`config.mk`:
```
export PLATFORM = sky130hd
export DESIGN_NAME = npu_mac_sequencer
export DESIGN_NICKNAME = d
export VERILOG_FILES = /design/src/rtl/npu_mac_sequencer.sv
export SDC_FILE = /design/constraint.sdc
export NUM_CORES = 1
export LEC_CHECK = 0
export BUFFER_PORTS_ARGS = -buffer_cell sky130_fd_sc_hd__buf_4
export CORE_MARGIN = 2
export CORE_UTILIZATION = 25
export CTS_BUF_LIST = sky130_fd_sc_hd__clkbuf_16
export CTS_CLUSTER_DIAMETER = 30
export CTS_CLUSTER_SIZE = 20
export DETAILED_ROUTE_END_ITERATION = 10
export GPL_TIMING_DRIVEN = 0
export PLACE_DENSITY_LB_ADDON = 0.12
export REMOVE_ABC_BUFFERS = 1
export SETUP_SLACK_MARGIN = 0.4
export SYNTH_ARGS = -nofsm -noshare
export SYNTH_HDL_FRONTEND = slang
export SYNTH_SLANG_ARGS = --single-unit
export TNS_END_PERCENT = 50
```
`constraint.sdc`:
```
create_clock -name clk -period 2.5 [get_ports clk]
set_clock_uncertainty 0.05 [all_clocks]
set_input_delay 0.5 -clock clk [delete_from_list [all_inputs] [get_ports clk]]
set_output_delay 0.5 -clock clk [all_outputs]
set_load 0.02 [all_outputs]
```
`src/rtl/npu_mac_sequencer.sv`:
```
// Pass sequencer for the NPU 3x3 MAC array: waits for operands, clears the PE
// accumulators, then walks the weight/input mux selects through every tap.
module npu_mac_sequencer #(
  parameter int N               = 10,
  parameter int K_SIZE          = 3,
  parameter int SEL_MUX_A_WIDTH = 4,
  parameter int SEL_MUX_B_WIDTH = 5,
  parameter int PASS_W          = 8
) (
  input  logic                       clk,
  input  logic                       rst_n,
  input  logic                       start_i,
  input  logic                       mode_i,
  input  logic [N-1:0]               pe_mask_i,
  input  logic [PASS_W-1:0]          num_pass_i,
  input  logic                       abort_i,
  input  logic                       buf_ready_i,
  output logic                       busy_o,
  output logic                       done_o,
  output logic [PASS_W-1:0]          pass_cnt_o,
  output logic [N-1:0]               pe_en_o,
  output logic [N-1:0]               pe_mode_sel_o,
  output logic [N-1:0]               pe_reg_reset_o,
  output logic [SEL_MUX_A_WIDTH-1:0] mux_a_sel_o,
  output logic [SEL_MUX_B_WIDTH-1:0] mux_b_sel_o,
  output logic                       result_valid_o,
  output logic                       buf_release_o
);

  localparam int TAPS = K_SIZE * K_SIZE;

  localparam logic [2:0] S_IDLE  = 3'd0;
  localparam logic [2:0] S_WAIT  = 3'd1;
  localparam logic [2:0] S_CLEAR = 3'd2;
  localparam logic [2:0] S_MAC   = 3'd3;
  localparam logic [2:0] S_DRAIN = 3'd4;
  localparam logic [2:0] S_DONE  = 3'd5;

  logic [2:0]                 state_q, state_d;
  logic [SEL_MUX_A_WIDTH-1:0] tap_q, tap_d;
  logic [PASS_W-1:0]          pass_cnt_q, pass_cnt_d;
  logic [PASS_W-1:0]          num_pass_q, num_pass_d;
  logic [PASS_W-1:0]          pass_inc;
  logic                       mode_q, mode_d;
  logic [N-1:0]               mask_q, mask_d;

  logic                       busy_d, done_d, rv_d;
  logic [N-1:0]               pe_en_d, pe_mode_d, pe_rst_d;
  logic [SEL_MUX_A_WIDTH-1:0] mux_a_d;
  logic [SEL_MUX_B_WIDTH-1:0] mux_b_d;
  logic                       busy_q, done_q, rv_q;
  logic [N-1:0]               pe_en_q, pe_mode_q, pe_rst_q;
  logic [SEL_MUX_A_WIDTH-1:0] mux_a_q;
  logic [SEL_MUX_B_WIDTH-1:0] mux_b_q;

  always_comb begin
    state_d    = state_q;
    tap_d      = tap_q;
    pass_cnt_d = pass_cnt_q;
    num_pass_d = num_pass_q;
    mode_d     = mode_q;
    mask_d     = mask_q;
    pass_inc   = pass_cnt_q + 1'b1;

    // Abort beats every transition, including the DRAIN count update.
    if (state_q != S_IDLE && abort_i) begin
      state_d = S_IDLE;
      tap_d   = '0;
    end else begin
      case (state_q)
        S_IDLE: begin
          if (start_i) begin
            pass_cnt_d = '0;
            if (num_pass_i != '0) begin
              mode_d     = mode_i;
              mask_d     = pe_mask_i;
              num_pass_d = num_pass_i;
              state_d    = S_WAIT;
            end else begin
              state_d = S_DONE;
            end
          end
        end
        S_WAIT:  if (buf_ready_i) state_d = S_CLEAR;
        S_CLEAR: begin
          tap_d   = '0;
          state_d = S_MAC;
        end
        S_MAC: begin
          if (tap_q == SEL_MUX_A_WIDTH'(TAPS - 1)) begin
            tap_d   = '0;
            state_d = S_DRAIN;
          end else begin
            tap_d = tap_q + 1'b1;
          end
        end
        S_DRAIN: begin
          pass_cnt_d = pass_inc;
          state_d    = (pass_inc == num_pass_q) ? S_DONE : S_WAIT;
        end
        S_DONE:  state_d = S_IDLE;
        default: state_d = S_IDLE;
      endcase
    end
  end

  // Outputs are decoded from next-state so they line up with the state register.
  always_comb begin
    busy_d    = (state_d != S_IDLE);
    done_d    = (state_d == S_DONE);
    rv_d      = (state_d == S_DRAIN);
    pe_en_d   = (state_d == S_MAC)   ? mask_d : '0;
    pe_rst_d  = (state_d == S_CLEAR) ? mask_d : '0;
    pe_mode_d = (state_d != S_IDLE)  ? {N{mode_d}} : '0;
    mux_a_d   = '0;
    mux_b_d   = '0;
    if (state_d == S_MAC) begin
      mux_a_d = tap_d;
      mux_b_d = SEL_MUX_B_WIDTH'(tap_d) + (mode_d ? SEL_MUX_B_WIDTH'(TAPS) : '0);
    end
  end

  always_ff @(posedge clk or negedge rst_n) begin
    if (!rst_n) begin
      state_q    <= S_IDLE;
      tap_q      <= '0;
      pass_cnt_q <= '0;
      num_pass_q <= '0;
      mode_q     <= 1'b0;
      mask_q     <= '0;
      busy_q     <= 1'b0;
      done_q     <= 1'b0;
      rv_q       <= 1'b0;
      pe_en_q    <= '0;
      pe_rst_q   <= '0;
      pe_mode_q  <= '0;
      mux_a_q    <= '0;
      mux_b_q    <= '0;
    end else begin
      state_q    <= state_d;
      tap_q      <= tap_d;
      pass_cnt_q <= pass_cnt_d;
      num_pass_q <= num_pass_d;
      mode_q     <= mode_d;
      mask_q     <= mask_d;
      busy_q     <= busy_d;
      done_q     <= done_d;
      rv_q       <= rv_d;
      pe_en_q    <= pe_en_d;
      pe_rst_q   <= pe_rst_d;
      pe_mode_q  <= pe_mode_d;
      mux_a_q    <= mux_a_d;
      mux_b_q    <= mux_b_d;
    end
  end

  assign busy_o         = busy_q;
  assign done_o         = done_q;
  assign pass_cnt_o     = pass_cnt_q;
  assign pe_en_o        = pe_en_q;
  assign pe_mode_sel_o  = pe_mode_q;
  assign pe_reg_reset_o = pe_rst_q;
  assign mux_a_sel_o    = mux_a_q;
  assign mux_b_sel_o    = mux_b_q;
  assign result_valid_o = rv_q;
  assign buf_release_o  = rv_q;

endmodule

```
Word level (Yosys, flattened, before mapping):

Index checks and enable logic that the tools add are counted.

* word-level logic and storage cells: 63
* bits in registers: 76
* bits of input ports: 24

* mux-type cells: 26
* eq/ne operators: 11
* bitwise operators: 1
* $add $sub $neg: 3
* reductions and logical operators: 8

Operators with widths (count)
* $mux W10: 7
* $mux W3: 6
* $mux W4: 4
* $pmux W8 S2: 1
* $pmux W3 S5: 1
* $eq A3 B2 Y1 const B: 4
* $eq A3 B3 Y1 const B: 3
* $add A8 B1 Y8 const B: 1
* $eq A8 B8 Y1: 1
* $mux W8: 1
* $pmux W4 S2: 1
* $reduce_bool A8 Y1: 1
* $reduce_bool A3 Y1: 2
* $add A4 B4 Y5: 1
* $mux W5: 1
* $add A4 B1 Y4 const B: 1
* $eq A4 B4 Y1 const B: 1
* $mux W1: 4
* $reduce_and A4 Y1: 1
* $eq A3 B1 Y1 const B: 1
* $logic_not A3 Y1: 1
* $reduce_and A3 Y1: 1
* $ne A2 B2 Y1 const B: 1
* $reduce_bool A2 Y1: 1
* 2 further kinds: 2

Longest topological paths before layout:

Gate-level depths: netlist (run 1).

* depth after elaboration: 8
* gate-level depth with buffers: 12
* gate-level depth less buffers: 10

Worst setup path before layout (run 1):

Ideal clock, no wire load.

* kind: reg2reg
* from: register state_q[1]
* to: register mux_b_q[3] (netlist: mux_b_sel_o[3])
* cell stages (with the launch flop): 12
* library setup time: 78 ps
* path slack: -106 ps
* data arrival time: 2478 ps
* buffers on the path: 3
* cell sequence: dfrtp_1 buf_4 nor2_4 nand3_1 a21oi_1 buf_4 buf_6 mux2i_1 inv_1 ha_1 or4_1 a21oi_1

* longest elaborated chain between the ends: 6
* elaborated cells on any way between the ends: 20
* those cells by class: 1 x add/sub; 5 x eq/ne; 11 x mux; 3 x reduce/logical

RTL lines
* start: declaration: line 39 `logic [2:0] state_q, state_d;`
* start signal: assignment: line 140 `state_q <= state_d;`
* $logic_not A3 Y1 or $reduce_bool A3 Y1 (tied branches): line 70, 66
* $mux W1 or $logic_and A1 B1 Y1 (tied branches): line 70, 66
* $mux W1 (*): line 66 `if (state_q != S_IDLE && abort_i) begin`
* named net mode_d: line 44 `logic mode_q, mode_d;`
* $mux W4 (*): line 119 `mux_b_d = SEL_MUX_B_WIDTH'(tap_d) + (mode_d ? SEL_MUX_B_WIDTH'(TAPS) : '0);`
* $add A4 B4 Y5 (*): line 119
* $mux W5 (*): line 117 `if (state_d == S_MAC) begin`
* named net mux_b_d[3]: line 50 `logic [SEL_MUX_B_WIDTH-1:0] mux_b_d;`
* end signal: assignment: line 153 `mux_b_q <= mux_b_d;`
* end: declaration: line 54 `logic [SEL_MUX_B_WIDTH-1:0] mux_b_q;`

Mark *: on every way through the listed nets, which the timed path passes. The rest lies on a longest branch.
A chain may end at the register's enable or synchronous reset.

Worst setup path after layout (run 1):

Ends and elaborated chain as after synthesis.

==> results_dict.tcl, run 1 <==
set metrics [dict create \
    io_buffers 74 \
    io_pins 75 \
    switching_power_mw 1.42 \
    post-place-ws_ns -0.542 \
    dr.pass1.iters 4 \
    crit_path_end_kind "flip-flop" \
    maxCapViolations 0 \
    layout_common_cells "98 x buf_4, 62 x dfrtp_1, 33 x nor2_1" \
    fin_area_um2 4300 \
    final_cells 523 \
    ys_top_cells_by_area "dfrtp_1 55%, nor2_1 4.2%, mux2i_1 3.6%" \
    p_clk_share_pct 30.2 \
    fin_nets 401 \
    worstMarginPinSlew_ns 0.868 \
    worst_slack_ns 0.239 \
    max_stage_delay_ns 0.53 \
    syn_area_per_cell_um2 10.8 \
    grt_pass1_wl_um 12300 \
    syn_area_um2 3030 \
    initial_utilization_pct 25.4 \
    min_path_type "input port to async pin" \
    finalPower_mw 4.21 \
    grt_max_degree 68 \
    antenna_found_initial 0 \
    worst_setup_path_start_kind "flip-flop" \
    dp_cells 483 \
    ctsLongestPathBuffers 2 \
    worstPathCellList "nor2_4, nand3_4, a21oi_4, mux2i_2, inv_2, ha_4, or4_4, a21oi_2" \
    die_h_um 114 \
    ant_nets 0 \
    die_x_um 114 \
    grt_pass1_vias 2296 \
    synth_cell_type_count 47 \
    avgViaCountPerCell 4.45 \
    dpl.hpwl_um 5090 \
    ys_ff_latch 67 \
    floorplan.die_area_um2 13000 \
    clk_latency_ns 0.33 \
    switching_share_pct 33.7 \
    r2r_start "state_q[1]$_DFF_PN0_" \
    yosysTopAreaCellShare_pct 55.4 \
    post-route-drc-count 0 \
    avgRoutedWirePerCell_um 14.5 \
    cts-root-buf "clkbuf_16" \
    synth_warnings 0 \
    rows 40 \
    drive_above_1_share_pct 39.4 \
    overflow 0 \
    area_growth_syn_to_layout_pct 41.9 \
    p_comb_share_pct 34.7 \
    cts.sinks 67 \
    p_int_mw 2.79 \
    drt_wl_total_um 7600 \
    syn_inst 281 \
    drt_iter0_drc 52 \
    finalMaxSlewViolations 0 \
    final-setup-viol-count 0 \
    r2r-end "mux_b_sel_o[3]$_DFF_PN0_" \
    max_slew_margin_pct 42.1 \
    rsz0062_at_grt "yes" \
    fmax_mhz 442 \
    leakagePower_nw 2.05 \
    placed_area_um2 3650 \
    crit_type "flip-flop to flip-flop" \
    required_ns 2.70 \
    cts.htree.levels 3 \
    core_um2 11900 \
    critPathMaxFanout 3 \
    mostFrequentLayoutCell "buf_4" \
    cts_buffers 9 \
    hold_viol_final 0 \
    r2r_slack_ns 0.24 \
    yosysTopAreaCell "dfrtp_1" \
    grt_usage_pct 12.4 \
    ir_drop_mv 0.343 \
    powerDensity_nw_per_um2 980 \
    cts-hold-fix-buffers 0 \
    critPathTopFamily "simple AND/OR/NAND/NOR gates" \
    period_needed_ns 2.26 \
    dr_total_vias 2325 \
    gp_congestion 0.773 \
    p_seq_share_pct 35.1 \
    status "completed" \
    hold_slack_ns 0.245 \
    ys_seq_area_share_pct 55.4 \
    diodes 0 \
    tritoncts "built" \
    cp.arrival_ns 2.46 \
    period_share_pct 90.4 \
    reg2reg_depth 8 \
    slowest_stage "or4_4" \
    path_buf_inv 1 \
    clk_pin_slew_ns 0.06 \
]
[stage by stage]
step | setup TNS (ns) | util, %
2_1_floorplan | -5.89 | -
3_3_place_gp | -43.98 | 30.5
3_5_place_dp | -1.31 | 30.6
4_1_cts | 0 | 35.3
5_1_grt | 0 | 36.1
6_report | 0 | 36.1
[cells in the mapped netlist (all sizes together)]
| cell type | instances |
|---|---|
| nor4 | 2 |
| nor2b | 6 |
| a2111oi | 1 |
| a31oi | 5 |
| clkbuf | 3 |
| nand2 | 12 |
| nand3 | 12 |
| and4 | 1 |
| a211oi | 1 |
| o32ai | 1 |
| buf | 17 |
| a2bb2oi | 1 |
| xnor2 | 6 |
| dfrtp | 67 |
| mux2 | 6 |
| mux2i | 11 |
| o21a | 1 |
| xor2 | 4 |
| nand3b | 1 |
| and4bb | 1 |
| o211ai | 3 |
| or3 | 3 |
| and3 | 3 |
| a21o | 2 |
| ha | 6 |
| nor2 | 35 |
| and4b | 1 |
| a21oi | 7 |
| a22o | 2 |
| inv | 27 |
| nand4 | 2 |
| nand2b | 2 |
| a32oi | 2 |
| and2b | 1 |
| nor3 | 2 |
| o31ai | 4 |
| o41ai | 3 |
| or4 | 1 |
| o21ai | 15 |
| maj3 | 1 |
[metal layers]
metal  global-route usage, %  part of all wire [%]  up-vias
li1                        -                     -     1134
met1                    16.2                    45     1128
met2                    18.6                    46       55
met3                    4.82                   7.4        8
met4                    4.63                   1.5        0
met5                       0                     0        -
[cell families (layout without fill, tap and decap cells)]
kind of cell	after synthesis	count (layout)	synth area share, %
adders and majority gates	7	7	2.81
muxes	17	17	5.87
DFF	67	67	55.4
buffers and inverters	47	142	7.93
xor gates and xnor gates	10	10	2.89
and+or+nand+nor	85	85	14.2
AOI/OAI and AO/OA	48	48	10.9
[how the worst max path moves through the flow]
stage / startpoint / endpoint / cells after the start
finish: state_q[1]$_DFF_PN0_ / mux_b_sel_o[3]$_DFF_PN0_ / 8
global route: state_q[1]$_DFF_PN0_ / mux_b_sel_o[3]$_DFF_PN0_ / 8
CTS: state_q[1]$_DFF_PN0_ / mux_b_sel_o[3]$_DFF_PN0_ / 8
detailed placement: num_pass_i[7] / mux_b_sel_o[3]$_DFF_PN0_ / 8
global placement: state_q[1]$_DFF_PN0_ / mux_b_sel_o[3]$_DFF_PN0_ / 8
floorplan: state_q[1]$_DFF_PN0_ / mux_b_sel_o[3]$_DFF_PN0_ / 8
[state kept, by name (all words and copies together) (netlist names)]
signal / count
done_o: 1
pe_en_o: 10
state_q: 3
mux_a_sel_o: 4
pass_cnt_o: 8
tap_q: 4
mode_q: 1
num_pass_q: 8
buf_release_o: 1
pe_mode_sel_o: 1
busy_o: 1
mux_b_sel_o: 5
mask_q: 10
pe_reg_reset_o: 10
[area by class of cell]
cell class | instances | area, um2
inverter | 27 | 104
multi-input combinational | 167 | 1270
clock buffer | 9 | 225
tap | 147 | 184
clock inverter | 7 | 76.3
sequential | 67 | 1680
timing repair buffer | 99 | 751
fill | 1217 | 7620
[timing repair]
| item | in CTS | in global routing |
|---|---|---|
| gates cloned | 0 | 0 |
| resized for setup | 23 | 14 |
| pin swaps | 7 | 9 |
| buffers inserted | 20 | 4 |
| endpoints found under the setup margin | 42 | 22 |
[power by group through the flow]
| stage | Sequential (mW) | Clock [mW] | Combinational [mW] |
|---|---|---|---|
| finish | 1.48 | 1.27 | 1.46 |
| global route | 1.51 | 1.38 | 1.62 |
| CTS | 1.48 | 1.32 | 1.42 |
| detailed placement | 1.51 | 0 | 1.15 |
| global placement | 1.51 | 0 | 1.14 |
| floorplan | 1.62 | 0 | 0.599 |
Note: power is estimated with default switching activity, not from simulation.
==> run 2: changes to the inputs <==
--- a/config.mk
+++ b/config.mk
@@ -6,5 +6,4 @@
 export NUM_CORES = 1
 export LEC_CHECK = 0
-export BUFFER_PORTS_ARGS = -buffer_cell sky130_fd_sc_hd__buf_4
 export CORE_MARGIN = 2
 export CORE_UTILIZATION = 25
@@ -13,8 +12,8 @@
 export CTS_CLUSTER_SIZE = 20
 export DETAILED_ROUTE_END_ITERATION = 10
+export DONT_BUFFER_PORTS = 1
 export GPL_TIMING_DRIVEN = 0
 export PLACE_DENSITY_LB_ADDON = 0.12
 export REMOVE_ABC_BUFFERS = 1
-export SETUP_SLACK_MARGIN = 0.4
 export SYNTH_ARGS = -nofsm -noshare
 export SYNTH_HDL_FRONTEND = slang
==> constraint.sdc (replaced) <==
create_clock -name clk -period 2.5 [get_ports clk]
set_clock_uncertainty 0.05 [all_clocks]
set_input_delay 0.125 -clock clk [delete_from_list [all_inputs] [get_ports clk]]
set_output_delay 0.125 -clock clk [all_outputs]
set_load 0.02 [all_outputs]
==> run 2 against run 1 <==
Against the previous run:
- via count fell by 11%
- critical path type unchanged
- largest cell class unchanged
- register-to-register slack worse by 0.10 ns
- sequential power rose by 12%
==> results_dict.tcl, run 2 (same netlist as run 1, synthesis figures left out) <==
set metrics [dict create \
    dr.pass1.iters 4 \
    clk_pin_slew_ns 0.06 \
    mostFrequentLayoutCell "dfrtp_1" \
    worstMarginPinSlew_ns 0.937 \
    die_x_um 114 \
    avgRoutedWirePerCell_um 16.2 \
    rows 40 \
    io_pins 75 \
    cts-root-buf "clkbuf_16" \
    max_slew_margin_pct 37.7 \
    overflow 0 \
    period_needed_ns 2.36 \
    die_h_um 114 \
    drt_iter0_drc 72 \
    fill_cells 1237 \
    cp.arrival_ns 2.56 \
    worst_slack_ns 0.138 \
    required_ns 2.70 \
    gp_congestion 0.744 \
    finalMaxSlewViolations 0 \
    post-route-drc-count 0 \
    drive_above_1_share_pct 11.8 \
    critPathMaxFanout 7 \
    crit_path_end_kind "flip-flop" \
    ant_nets 0 \
    grt_pass1_vias 2133 \
    post-place-ws_ns -0.577 \
    avgViaCountPerCell 4.58 \
    dr_total_vias 2074 \
    ir_drop_mv 0.493 \
    floorplan.die_area_um2 13000 \
    period_share_pct 94.5 \
    tritoncts "built" \
    grt_pass1_wl_um 11900 \
    multi_input_area_um2 1140 \
    hold_slack_ns 0.0455 \
    grt_usage_pct 12.2 \
    worst_setup_path_start_kind "flip-flop" \
    finalSetupTns_ns 0 \
    io_buffers 0 \
    clk_latency_ns 0.34 \
    hold_viol_final 0 \
    powerDensity_nw_per_um2 1040 \
    fin_nets 331 \
    diodes 0 \
    drt_wl_total_um 7340 \
    maxCapViolations 0 \
    rsz0062_at_grt "no" \
    cts.htree.levels 3 \
    dpl.hpwl_um 4800 \
    leakagePower_nw 1.69 \
    cts_buffers 9 \
    area_growth_syn_to_layout_pct 23.4 \
    min_path_type "input port to flip-flop" \
    crit_type "flip-flop to flip-flop" \
    core_um2 11900 \
    initial_utilization_pct 25.4 \
    status "completed" \
    register_area_um2 1680 \
    layout_common_cells "61 x dfrtp_1, 34 x nor2_1, 25 x inv_1" \
    fmax_mhz 423 \
    grt_max_degree 68 \
    final-setup-viol-count 0 \
    antenna_found_initial 0 \
    ctsLongestPathBuffers 2 \
    cts.sinks 67 \
]
run 2: cell count changes in the layout (fill, tap and decap cells not counted), sizes merged:
| cell | before | now |
|---|---|---|
| buf | 99 | 7 |
| bufinv | 1 | 2 |
| clkinv | 3 | 4 |
| clkinvlp | 2 | 1 |
| dlygate4sd3 | 0 | 22 |
| inv | 28 | 27 |
run 2: layout make-up:
class | instances | area share [%]
sequential | 67 | 45.1
timing repair buffer | 29 | 8.37
multi-input combinational | 167 | 30.4
clock buffer | 9 | 6.03
inverter | 27 | 2.71
clock inverter | 7 | 2.48
tap | 147 | 4.92
run 2: through the flow:
step	utilization, %	area [um2]	cells	power (mW)
floorplan	-	2890	261	2.22
global placement	25.8	3070	408	2.42
detailed placement	26.1	3110	409	2.45
CTS	31.1	3700	450	3.92
global route	31.4	3740	453	4.12
finish	31.4	3740	453	3.88
run 2: path summary, 6_finish.rpt:
check,start,end,slack (ns),cells past startpoint
hold / removal,start_i,num_pass_q[0]$_DFFE_PN0P_,0.05,3
setup / recovery,state_q[0]$_DFF_PN0_,mux_b_sel_o[3]$_DFF_PN0_,0.14,8
setup reg to reg,state_q[0]$_DFF_PN0_,mux_b_sel_o[3]$_DFF_PN0_,0.14,8
min in group asynchronous,rst_n,done_o$_DFF_PN0_,0.28,2
hold reg to reg,mask_q[1]$_DFF_PN0_,mask_q[1]$_DFF_PN0_,0.45,2
max in group asynchronous,rst_n,pe_mode_sel_o[8]$_DFF_PN0_,1.82,2
run 2: critical path, stage by stage, from the launching register on:
cell and delay [ns]:
dfrtp_2 0.47, nor2_4 0.16, nand3_4 0.11, a21oi_4 0.16, mux2i_1 0.25, inv_1 0.12, ha_1 0.31, or4_1 0.50
a21oi_1 0.15
run 2: report_power, final:
part / switching, mW / internal [mW] / leakage [nW] / total, mW
combinational: 0.483 / 0.386 / 0.661 / 0.869
sequential: 0.327 / 1.33 / 0.875 / 1.66
clock: 0.488 / 0.869 / 0.151 / 1.36
run 2: timing repair:
| item | 4_1_cts | 5_1_grt |
|---|---|---|
| buffers inserted | 2 | 3 |
| endpoints found under the setup margin | 5 | 3 |
| hold buffers | 23 | 0 |
| resized for setup | 5 | 5 |
| cloned | 0 | 0 |
| hold endpoints to repair | 108 | 0 |
| pin swaps | 1 | 0 |
run 2: per-layer routing:
metal | share of wire [%] | track usage (%) | up-vias
li1 | - | - | 994
met1 | 44 | 15.1 | 1015
met2 | 46 | 18.2 | 52
met3 | 8.0 | 5.19 | 13
met4 | 2.4 | 5.93 | 0
met5 | 0 | 0 | -
